<file path="config.mk">
export PLATFORM = sky130hd
export DESIGN_NAME = operand_collect
export DESIGN_NICKNAME = d
export VERILOG_FILES = /design/src/rtl/operand_collect.sv
export SDC_FILE = /design/constraint.sdc
export NUM_CORES = 1
export LEC_CHECK = 0
export CORE_MARGIN = 2
export CORE_UTILIZATION = 44
export DETAILED_ROUTE_END_ITERATION = 10
export PLACE_DENSITY = 0.95
export SLEW_MARGIN = 0
export SYNTH_ARGS = -nofsm -noshare
export SYNTH_HDL_FRONTEND = slang
export SYNTH_SLANG_ARGS = --single-unit
export TNS_END_PERCENT = 20
</file>
<file path="constraint.sdc">
create_clock -name clk -period 6.1 [get_ports clk]
set_input_delay 1.22 -clock clk [delete_from_list [all_inputs] [get_ports clk]]
set_output_delay 1.22 -clock clk [all_outputs]
set_load 0.02 [all_outputs]
</file>
<file path="src/rtl/operand_collect.sv">
// ---------------------------------------------------------------------------
// operand_collect
//
// Operand-collect stage between issue and execute. It sits directly
// downstream of the integer register file. The stage drives the register
// file read addresses and consumes the registered rdata one cycle later.
//
// It also snoops both register-file write ports so that every presented
// operand is architecturally current. Two cases need this:
//   - a write landing on the same edge the register file samples its read
//     data (the register file returns the old value), and
//   - writes that land while the stage is stalled (rdata is frozen).
// In both cases the written value is captured into a per-operand override
// register, and that register is used instead of rdata.
//
// Ports
//   clk, rst              clock, synchronous active-high reset
//   stall, flush          hold this stage / kill the held instruction
//   in_valid, in_rs0/1,   incoming instruction and its sideband tag (PC)
//   in_tag
//   in_ready              combinational !stall
//   raddr0/1              register file read addresses (= in_rs0/1)
//   rdata0/1              registered register file read data
//   wen*/waddr*/wdata*    snoop of register file write ports (port 1 wins)
//   out_valid, out_rs0/1, operand bundle presented to execute
//   out_op0/1, out_tag
//   ovr0/1                debug: operand comes from an override register
// ---------------------------------------------------------------------------
module operand_collect #(
  parameter int TAG_W = 32
) (
  input  logic             clk,
  input  logic             rst,
  input  logic             stall,
  input  logic             flush,
  input  logic             in_valid,
  input  logic [4:0]       in_rs0,
  input  logic [4:0]       in_rs1,
  input  logic [TAG_W-1:0] in_tag,
  output logic             in_ready,
  output logic [4:0]       raddr0,
  output logic [4:0]       raddr1,
  input  logic [31:0]      rdata0,
  input  logic [31:0]      rdata1,
  input  logic             wen0,
  input  logic [4:0]       waddr0,
  input  logic [31:0]      wdata0,
  input  logic             wen1,
  input  logic [4:0]       waddr1,
  input  logic [31:0]      wdata1,
  output logic             out_valid,
  output logic [4:0]       out_rs0,
  output logic [4:0]       out_rs1,
  output logic [31:0]      out_op0,
  output logic [31:0]      out_op1,
  output logic [TAG_W-1:0] out_tag,
  output logic             ovr0,
  output logic             ovr1
);

  typedef struct packed {
    logic        hit;
    logic [31:0] data;
  } snoop_t;

  // Write-port snoop for one register address. r0 never matches, so it can
  // never be overridden. Port 1 is checked first because it has priority.
  function automatic snoop_t snoop(input logic [4:0] a,
                                   input logic we0, input logic [4:0] wa0,
                                   input logic [31:0] wd0,
                                   input logic we1, input logic [4:0] wa1,
                                   input logic [31:0] wd1);
    snoop_t s;
    s.hit  = 1'b0;
    s.data = '0;
    if (a != 5'd0) begin
      if (we1 && (wa1 == a)) begin
        s.hit  = 1'b1;
        s.data = wd1;
      end else if (we0 && (wa0 == a)) begin
        s.hit  = 1'b1;
        s.data = wd0;
      end
    end
    return s;
  endfunction

  // Stage registers. Index 0/1 selects the operand.
  logic             valid_q, valid_d;
  logic [1:0][4:0]  rs_q,    rs_d;
  logic [TAG_W-1:0] tag_q,   tag_d;
  logic [1:0]       ovr_q,   ovr_d;
  logic [1:0][31:0] val_q,   val_d;

  logic [1:0][4:0]  cmp_addr;
  snoop_t [1:0]     sn;

  assign in_ready = !stall;
  assign raddr0   = in_rs0;
  assign raddr1   = in_rs1;

  // On a load edge the snoop compares against the incoming sources (the
  // register file samples those same addresses at this edge). While stalled
  // it compares against the held sources.
  always_comb begin
    cmp_addr[0] = stall ? rs_q[0] : in_rs0;
    cmp_addr[1] = stall ? rs_q[1] : in_rs1;
    for (int k = 0; k < 2; k++) begin
      sn[k] = snoop(cmp_addr[k], wen0, waddr0, wdata0, wen1, waddr1, wdata1);
    end
  end

  // NOTE: every always_comb output gets a default (hold value) before any
  // branch, so no path leaves a signal unassigned and no latch is inferred.
  always_comb begin
    valid_d = valid_q;
    rs_d    = rs_q;
    tag_d   = tag_q;
    ovr_d   = ovr_q;
    val_d   = val_q;

    if (flush) begin
      // Flush beats stall; the incoming instruction is dropped.
      valid_d = 1'b0;
      ovr_d   = '0;
    end else if (!stall) begin
      valid_d = in_valid;
      rs_d[0] = in_rs0;
      rs_d[1] = in_rs1;
      tag_d   = in_tag;
      for (int k = 0; k < 2; k++) begin
        ovr_d[k] = sn[k].hit;
        if (sn[k].hit) val_d[k] = sn[k].data;
      end
    end else begin
      // A stalled hit replaces any older override. A miss keeps what is held.
      for (int k = 0; k < 2; k++) begin
        if (sn[k].hit) begin
          ovr_d[k] = 1'b1;
          val_d[k] = sn[k].data;
        end
      end
    end
  end

  // NOTE: sequential state uses non-blocking assignments only, so every flop
  // samples the pre-edge values regardless of process ordering.
  always_ff @(posedge clk) begin
    if (rst) begin
      valid_q <= 1'b0;
      rs_q    <= '0;
      tag_q   <= '0;
      ovr_q   <= '0;
      val_q   <= '0;
    end else begin
      valid_q <= valid_d;
      rs_q    <= rs_d;
      tag_q   <= tag_d;
      ovr_q   <= ovr_d;
      val_q   <= val_d;
    end
  end

  assign out_valid = valid_q;
  assign out_rs0   = rs_q[0];
  assign out_rs1   = rs_q[1];
  assign out_tag   = tag_q;
  assign ovr0      = ovr_q[0];
  assign ovr1      = ovr_q[1];

  assign out_op0 = (!valid_q || rs_q[0] == 5'd0) ? 32'd0 :
                   (ovr_q[0] ? val_q[0] : rdata0);
  assign out_op1 = (!valid_q || rs_q[1] == 5'd0) ? 32'd0 :
                   (ovr_q[1] ? val_q[1] : rdata1);

endmodule

</file>
# Yosys cells after proc, flatten, opt, wreduce, memory -nomap -nowiden
# Index checks and enable logic that the tools add are counted.
dict set report totals {
  reg_bits 109
  output_inout_bits 120
  elab_cells 47
}
dict set report classes {
  eq_ne 6
  mux 15
  n_bitwise 2
  n_reduce_logical 16
}
# cell n
set ops {}
lappend ops {{two-way mux 33 bit} 6}
lappend ops {{two-way mux 32 bit} 4}
lappend ops {{equality test 5 bit} 4}
lappend ops {{logical NOT 5 bit} 2}
lappend ops {{two-way mux 5 bit} 2}
lappend ops {{nonzero test 5 bit} 2}
lappend ops {{AND reduction 2 bit} 3}
lappend ops {{logical AND 1 bit} 4}
lappend ops {{!= test 2 x 1 -> 1 bit, second input constant} 2}
lappend ops {{logical NOT 1 bit} 2}
lappend ops {{logical OR 1 bit} 2}
lappend ops {{two-way mux 1 bit} 2}
lappend ops {{two-way mux 2 bit} 1}
lappend ops {{inverter 1 bit} 2}
lappend ops {{OR reduction 2 bit} 1}

# Longest topological paths before layout
# Gate-level depths: netlist of the first run.
dict set report logic_depth {
  word_depth 8
  mapped_depth 10
  depth_no_buf 6
}

# Worst setup path after synthesis of the first run
# OpenSTA, ideal clock, no wires.
dict set report synth_path {
  kind {input to register}
  start {input stall}
  end {register val_q[54] in the netlist's numbering}
  setup_ns 0.079
  arrival_time_ns 2.912
  required_ns 6.021
  path_slack_ns 3.109
  stages 9
  path_cell_list {buf_6 > buf_6 > mux2i_4 > xnor2_1 > nor4_2 > nand3_2 > a211o_1 > buf_6 > a22oi_1}
}
dict set report synth_between {
  elab_chain_len 7
  elab_cells_between_ends 10
  classes_between {eq/ne (2); mux (4); reduce/logical (4)}
}
# element line
set synth_rtl {}
lappend synth_rtl {{start: declaration} 34} ;# input logic stall,
lappend synth_rtl {{two-way mux 5 bit (*)} 107} ;# cmp_addr[1] = stall ? rs_q[1] : in_rs1;
lappend synth_rtl {{equality test 5 bit} 80} ;# end else if (we0 && (wa0 == a)) begin
lappend synth_rtl {{logical AND 1 bit} 80}
lappend synth_rtl {{two-way mux 33 bit} 80}
lappend synth_rtl {{two-way mux 33 bit} 77} ;# if (we1 && (wa1 == a)) begin
lappend synth_rtl {{two-way mux 33 bit (*)} 76} ;# if (a != 5'd0) begin
lappend synth_rtl {{AND reduction 2 bit (no source line)} --}
lappend synth_rtl {{end signal: assignment} 160} ;# val_q <= val_d;
lappend synth_rtl {{end: declaration} 93} ;# logic [1:0][31:0] val_q, val_d;
# Every way passes the cells marked *; elsewhere a longest branch is shown, timed or not.
# A chain may end at the register's enable or synchronous reset.

# Worst setup path in the final report of the first run
dict set report layout_path {
  start {input stall}
  end {register val_q[42] in the netlist's numbering}
}
# The elaborated chain is that of the path after synthesis.

==> results.cfg, run 1 <==
[detailed_routing]
wire_per_inst_um = 19.3
vias_per_cell = 5.65
vias = 6631
first_pass_iters = 7
wirelength_um = 22700
ant_nets = 0
drt_iter0_drc = 509
drcViolationCount = 0

[flow_run]
drv_cap = 0

[worst_setup_path]
r2r_cells = 7
crit_chain = clkdlybuf4s50_1 -> mux2i_2 -> xnor2_1 -> nor4_4 -> buf_4 -> nand3_1 -> a211o_1 -> a22oi_1
max_stage_delay_ns = 1.14
cp-start-kind = input port
critPathArrivalTime_ns = 4.74
critPathRequiredTime_ns = 6.36
crit_slowest_cell = clkdlybuf4s50_1
cp_max_fo = 33
r2r-start = out_rs1[4]
r2r-end = val_q[42]
crit_buf_inv = 2
endpoint_kind = flop
critPathTopFamily = buffers and inverters
critical_path_class = in2reg
ff2ff_setup_slack_ns = 3.40

[timing]
finalSetupTns_ns = 0
hold_violations = 0
slew_viol_final = 0
rsz0062_at_grt = false
timing.slew.headroom = 0.204
timing.fmax_mhz = 223
period_share = 0.735
finalCriticalPeriod_ns = 4.48
worstMarginPinSlew_ns = 1.19
skew_ns = 0.00889
setup_viol = 0

[hold_path]
min_from = out_tag[17]
hp-class = reg2reg
hold_end = out_tag[17]
min_path_cells = 2

[power]
peakVddDrop_mv = 0.139
internal_power_w = 0.00127
power_leakage_nw = 3.93
clkPwrFrac = 0.351
swShare = 0.267
p_switching_w = 0.000462
p_per_area_nw_per_um2 = 181
p_seq_frac = 0.433
power_w = 0.00173
combPwrFrac = 0.216

[outcome]
outcome = finished clean

[global_route]
antenna_found_initial = 0
use_met3 = 0.0706
grt_usage = 0.292
grt_overflow_total = 0
grt_pass1_vias = 6491
use_met1 = 0.342
busiest_layer = met2
grt_max_degree = 65
grt_pass1_wl_um = 34100
grt_use_met2 = 0.503

[logic_synthesis]
synth_edf_count = 0
syn-num-nets = 929
synth_seq_area_share = 0.350
syn_inst = 742
ys_types = 35
ys_warn_count = 0
ys_ff_latch = 109
synth-main-ff-cell = dfxtp_1
synth_top_area_share = 0.350
syn_area_per_cell_um2 = 8.40
syn_area_um2 = 6230
async_flop_share = 0
synthTopCellsByArea = dfxtp_1 (35%), mux2i_1 (22%), nand2_1 (7.5%)
synth_top_area_cell = dfxtp_1

[layout]
area_growth_pct = 52.8
antennaDiodeCount = 0
drive_gt1_frac = 0.0402
final_util = 0.686
fin_nets = 1176

[floorplanning]
die_x_um = 123
start_util = 0.449
die_h_um = 123
rows = 43
core_area_um2 = 13900
pin_count = 307
fp.dieArea_um2 = 15100

[cts]
clock_sinks = 109
post-cts-setup-buffers = 0
cts_hold_buffers = 0
root_buffer = clkbuf_16
clock_latency_ns = 0.35
cts_resized = 0
cts.htree.levels = 3
cts_tree = done
numCtsBuffers = 9
clock_path_buffers = 2
path_clk_slew_ns = 0.07

[placed_design]
port_buffers = 306
hpwlAfterDp_um = 16300
gp_congestion = 0.889
[layout make-up]
type,count,area (um^2)
Tap cell,180,225
Inverter,2,7.51
Clock buffer,12,246
Fill cell,1092,4360
Sequential cell,109,2180
Timing Repair Buffer,316,3130
Clock inverter,4,56.3
Multi-Input combinational cell,551,3670
[worst max path at each step]
stage	startpoint	end	slack, ns	depth (start not counted)
after detailed placement	stall	val_q[1]	1.29	7
after floorplan	stall	val_q[54]	3.11	9
after global placement	stall	val_q[39]	1.38	8
after CTS	stall	val_q[1]	1.67	7
after global routing	stall	val_q[13]	1.35	7
final	stall	val_q[42]	1.62	8
[kinds of logic (layout without fill, tap and decap cells)]
group                     after synthesis  in the layout  synth area share
and+or+nand+nor                       243            243             0.182
AOI/OAI and AO/OA                     149            149             0.149
xor gates and xnor gates               20             20            0.0281
DFF                                   109            109             0.350
muxes                                 139            139             0.226
buffers and inverters                  82            334            0.0646
[registers in the layout, indices dropped and copies added, names as in the netlist]
name and count:
out_tag 32, out_rs1 5, out_valid 1, ovr_q 2
out_rs0 5, val_q 64
[cells in the mapped netlist, types with 2 or more instances]
cell type  count
a22oi_1       32
dfxtp_1      109
and2_1         2
inv_2          2
xnor2_1       12
nor3_1         4
nand4b_1      32
buf_1          7
o2bb2ai_1      2
o31ai_1       33
or4_1          2
mux2i_1      136
clkbuf_1      42
buf_2         16
o21ai_1        2
mux2i_2        2
a21oi_1       76
nand2_1      125
buf_6          5
buf_4         10
nor2_1        70
xor2_1         8
[metrics by stage]
step	instances	setup WS, ns	area, um^2	hold WS, ns
final	1174	1.62	9520	0.455
after global routing	1174	1.35	9520	0.479
after CTS	1174	1.67	9520	0.456
after detailed placement	1158	1.29	9220	0.446
after global placement	1158	1.38	9220	0.441
after floorplan	742	3.11	6230	0.437
[power by group through the flow]
stage	sequential [W]	combinational [W]	clock, W
floorplan	0.000774	0.000153	0
global placement	0.000763	0.000364	0
detailed placement	0.000764	0.000369	0
CTS	0.000748	0.000373	0.000614
global route	0.000750	0.000399	0.000643
finish	0.000748	0.000374	0.000606
[routing by layer]
layer / vias up / share of wire
met5: - / 0
li1: 3113 / -
met2: 375 / 0.49
met3: 56 / 0.098
met4: 0 / 0.035
met1: 3087 / 0.37
[cell usage in the layout, fill, tap and decap left out, types with 3 or more instances in the layout]
cell             instances
clkbuf_16                9
buf_4                   10
xnor2_1                 12
nor3_1                   3
a21oi_1                 75
a22oi_1                 32
o31ai_1                 33
dfxtp_1                107
mux2i_1                136
nand4b_1                32
nand2_1                124
clkdlybuf4s50_1        305
nor2_1                  69
xor2_1                   7
[worst reg2reg max path, cell delays in order, from the launching register on]
cell,delay (ns)
dfxtp_1,0.41
mux2i_2,0.13
xnor2_1,0.21
nor4_4,0.28
buf_4,0.38
nand3_1,0.13
a211o_1,0.71
a22oi_1,0.36
Power figures use the tool's default switching activity.
==> run 2: changes to the inputs <==
- CORE_UTILIZATION: 44 -> 41
- PLACE_DENSITY: 0.95 -> 0.9
- clock period: 6.1 -> 4.3 ns (I/O delays scaled with it)
==> results.cfg, run 2 (same netlist as run 1, synthesis figures left out) <==
[power]
combPwrFrac = 0.212
power_leakage_nw = 3.97
clkPwrFrac = 0.366
p_seq_frac = 0.422
p_per_area_nw_per_um2 = 262
peakVddDrop_mv = 0.178
swShare = 0.257
p_switching_w = 0.000646
internal_power_w = 0.00186
power_w = 0.00251

[global_route]
grt_max_degree = 65
grt_pass1_wl_um = 34400
grt_overflow_total = 0
grt_usage = 0.266
antenna_found_initial = 0
grt_pass1_vias = 6525

[worst_setup_path]
max_stage_delay_ns = 0.74
crit_buf_inv = 3
crit_slowest_cell = clkdlybuf4s50_1
endpoint_kind = flop
critical_path_class = in2reg
crit_chain = clkdlybuf4s50_1 -> buf_4 -> mux2i_1 -> xnor2_1 -> nor4_1 -> and3_1 -> buf_4 -> o31ai_1 -> a21oi_1
critPathTopFamily = buffers and inverters
critPathArrivalTime_ns = 3.76
cp-start-kind = input port
crit_top_cell = buf_4
cp_max_fo = 32
critPathRequiredTime_ns = 4.57

[timing]
timing.slew.headroom = 0.191
finalCriticalPeriod_ns = 3.49
worstMarginPinSlew_ns = 1.21
setup_viol = 0
rsz0062_at_grt = false
skew_ns = 0.00962
hold_violations = 0
slew_viol_final = 0
timing.fmax_mhz = 286
finalSetupTns_ns = 0
period_share = 0.812

[layout]
fin_nets = 1182
regMostFlops = val_q
area_growth_pct = 54.0
drive_gt1_frac = 0.0460
final_common_cell = clkdlybuf4s50_1
fin_cells = 1187
antennaDiodeCount = 0
nFillCells = 1223
largest_reg_flops = 64
layout_common_cells = clkdlybuf4s50_1 (305), mux2i_1 (136), nand2_1 (124)

[floorplanning]
core_area_um2 = 15000
rows = 45
pin_count = 307
die_h_um = 127
fp.dieArea_um2 = 16200
die_x_um = 127
start_util = 0.415

[placed_design]
port_buffers = 306
gp_congestion = 0.886
hpwlAfterDp_um = 16300
dp.cells = 1172

[cts]
cts.htree.levels = 3
cts_tree = done
cts_resized = 0
clock_sinks = 109
clock_path_buffers = 2
numCtsBuffers = 9
clock_latency_ns = 0.35
root_buffer = clkbuf_16
post-cts-setup-buffers = 0
path_clk_slew_ns = 0.07
cts_hold_buffers = 0

[detailed_routing]
met3WireLength_um = 1930
met1_length_um = 8750
wl_met2_um = 10900
drcViolationCount = 0
vias = 6563
ant_nets = 0
first_pass_iters = 5
routed.top_layer = met4
wire_per_inst_um = 18.6
wirelength_um = 22100
vias_per_cell = 5.53
drt_iter0_drc = 418

[outcome]
outcome = finished clean

[flow_run]
drv_cap = 0

[hold_path]
hp-class = reg2reg
[run 2: final timing paths]
| path | end | slack, ns | startpoint | cells after the start |
|---|---|---|---|---|
| min | out_tag[10] | 0.46 | out_tag[10] | 2 |
| max reg2reg | val_q[52] | 1.94 | out_rs1[2] | 6 |
| max | val_q[3] | 0.81 | stall | 9 |
| min reg2reg | out_tag[10] | 0.46 | out_tag[10] | 2 |
[run 2: power groups by stage]
stage          registers [W]  clock network, W  logic (W)
2_1_floorplan        0.00110                 0   0.000217
3_3_place_gp         0.00108                 0   0.000521
3_5_place_dp         0.00108                 0   0.000528
4_1_cts              0.00106          0.000936   0.000531
5_1_grt              0.00106          0.000981   0.000567
6_report             0.00106          0.000919   0.000531
[run 2: layout make-up]
cell class | instances | area [um^2] | area share
clock buffer | 12 | 256 | 0.0267
clock inverter | 3 | 68.8 | 0.00717
inverter | 2 | 7.51 | 0.000782
multi-input combinational | 551 | 3670 | 0.382
sequential | 109 | 2180 | 0.228
tap | 188 | 235 | 0.0245
timing repair buffer | 322 | 3180 | 0.331
[run 2: worst register-to-register path: cells and delay by family, from the launching register on]
kind             cells  cell delay (ns)
AO/OA/AOI/OAI        2             1.14
flip-flops           1             0.35
AND/OR/NAND/NOR      2             0.35
XOR/XNOR             1             0.16
multiplexers         1             0.27
[run 2: per-layer routing]
metal,global-route usage,up-vias
met5,0,-
met4,0.0931,0
met3,0.0678,35
met2,0.469,358
met1,0.315,3046
li1,-,3124
[run 2: per-stage QoR]
stage | setup WS (ns) | cell area, um^2 | hold WS (ns) | util
2_1_floorplan | 1.67 | 6230 | 0.437 | -
3_3_place_gp | 0.606 | 9280 | 0.441 | 0.617
3_5_place_dp | 0.515 | 9280 | 0.448 | 0.617
4_1_cts | 0.872 | 9600 | 0.457 | 0.639
5_1_grt | 0.633 | 9600 | 0.479 | 0.639
6_report | 0.807 | 9600 | 0.456 | 0.639
==> run 3: changes to the inputs <==
- CORE_UTILIZATION: 41 -> 37
- PLACE_DENSITY: 0.9 -> 0.86
- clock period: 4.3 -> 2.9 ns (I/O delays scaled with it)
==> results.cfg, run 3 (same netlist as run 1, synthesis figures left out) <==
[timing]
period_share = 0.948
skew_ns = 0.00912
finalCriticalPeriod_ns = 2.75
setup_ws_ns = 0.152
timing.fmax_mhz = 364
timing.slew.headroom = 0.656
worstMarginPinSlew_ns = 0.517
hold_violations = 0
rsz0062_at_grt = false
setup_viol = 0
slew_viol_final = 0

[cts]
root_buffer = clkbuf_16
path_clk_slew_ns = 0.07
clock_path_buffers = 2
numCtsBuffers = 9
cts.htree.levels = 3
clock_sinks = 109
clock_latency_ns = 0.36
cts_tree = done

[layout]
layout_common_cells = clkdlybuf4s50_1 (305), mux2i_1 (136), nand2_1 (124)
final_common_cell = clkdlybuf4s50_1
largest_reg_flops = 64
regMostFlops = val_q
drive_gt1_frac = 0.0722
antennaDiodeCount = 0
fin_nets = 1207
nFillCells = 1383
multi_input_area_um2 = 3690
area_growth_pct = 60.0
seq_area_um2 = 2180

[placed_design]
port_buffers = 306
gp_congestion = 0.866
dp_slack_ns = -0.0890
hpwlAfterDp_um = 17300

[worst_setup_path]
cp_max_fo = 32
r2r-end = val_q[39]
max_stage_delay_ns = 0.56
cp-start-kind = flop
crit_buf_inv = 2
ff2ff_setup_slack_ns = 0.88
crit_chain = nor3_1 -> nand2_1 -> nand2_1 -> buf_4 -> nor2_1 -> clkdlybuf4s50_1
critPathArrivalTime_ns = 2.17
endpoint_kind = output port
crit_slowest_cell = clkdlybuf4s50_1
critPathRequiredTime_ns = 2.32
r2r_cells = 7
critPathTopFamily = buffers and inverters
crit_top_cell = nand2_1
critical_path_class = reg2out
r2r-start = out_rs1[2]

[hold_path]
hold_end = out_tag[13]
min_from = out_tag[13]
hp-class = reg2reg
min_path_cells = 2

[global_route]
grt_pass1_vias = 6428
grt_pass1_wl_um = 34900
grt_overflow_total = 0
antenna_found_initial = 0
grt_usage = 0.248
grt_max_degree = 47

[power]
clkPwrFrac = 0.353
internal_power_w = 0.00269
p_seq_frac = 0.422
power_w = 0.00372
swShare = 0.277
p_per_area_nw_per_um2 = 373
power_leakage_nw = 4.14
combPwrFrac = 0.225
p_switching_w = 0.00103
peakVddDrop_mv = 0.267

[floorplanning]
core_area_um2 = 16500
start_util = 0.377
die_h_um = 134
die_x_um = 134
rows = 47
pin_count = 307
fp.dieArea_um2 = 17900

[detailed_routing]
drcViolationCount = 0
first_pass_iters = 5
drt_iter0_drc = 312
vias_per_cell = 5.28
ant_nets = 0
wirelength_um = 23000
wire_per_inst_um = 18.5
vias = 6573

[flow_run]
drv_cap = 0

[outcome]
outcome = finished clean
run 3: cell type report:
| cell class | count | share of cell area |
|---|---|---|
| multi-input cells | 551 | 0.370 |
| repair buffers | 347 | 0.351 |
| flip-flops and latches | 109 | 0.219 |
| well taps | 220 | 0.0276 |
| clock buffers | 9 | 0.0226 |
| clock inverters | 7 | 0.00903 |
| inverters | 2 | 0.000753 |
run 3: layer usage:
| layer | global-route usage | up-vias | part of all wire |
|---|---|---|---|
| met3 | 0.0695 | 39 | 0.089 |
| met5 | 0 | - | 0 |
| met2 | 0.433 | 337 | 0.49 |
| met4 | 0.0869 | 0 | 0.027 |
| li1 | - | 3180 | - |
| met1 | 0.291 | 3017 | 0.39 |
run 3: power groups by stage:
| stage | clock, W | sequential, W | combinational [W] |
|---|---|---|---|
| after global routing | 0.00139 | 0.00157 | 0.000890 |
| final | 0.00131 | 0.00157 | 0.000837 |
| after CTS | 0.00134 | 0.00157 | 0.000837 |
| after floorplan | 0 | 0.00163 | 0.000322 |
| after detailed placement | 0 | 0.00160 | 0.000832 |
| after global placement | 0 | 0.00160 | 0.000823 |
run 3: how the worst max path moves through the flow:
stage,end,from,depth (start not counted),slack [ns]
after floorplan,val_q[54],stall,9,0.55
after global placement,val_q[4],stall,11,0.0003
after detailed placement,val_q[17],stall,11,-0.09
after CTS,out_op0[21],out_rs0[2],6,0.10
after global routing,out_op0[21],out_rs0[2],6,0.02
final,out_op1[25],out_rs1[4],6,0.15
run 3: repair_timing:
item	CTS	global route
hold buffers	0	0
setup endpoints to repair	0	22
gates resized for setup	0	1
setup buffers	0	0
run 3: per-stage QoR:
stage	hold slack (ns)	setup TNS, ns	cells	util	area (um^2)
after global placement	0.441	0	1229	0.584	9650
after detailed placement	0.446	-3.05	1229	0.584	9650
after CTS	0.456	0	1245	0.603	9970
after global routing	0.478	0	1245	0.603	9970
final	0.457	0	1245	0.603	9970
after floorplan	0.437	0	742	-	6230
run 3: worst min-delay path, cell delays in order (launching register included):
cell and delay [ns]:
dfxtp_1 0.31, nand2_1 0.05, a21oi_1 0.05
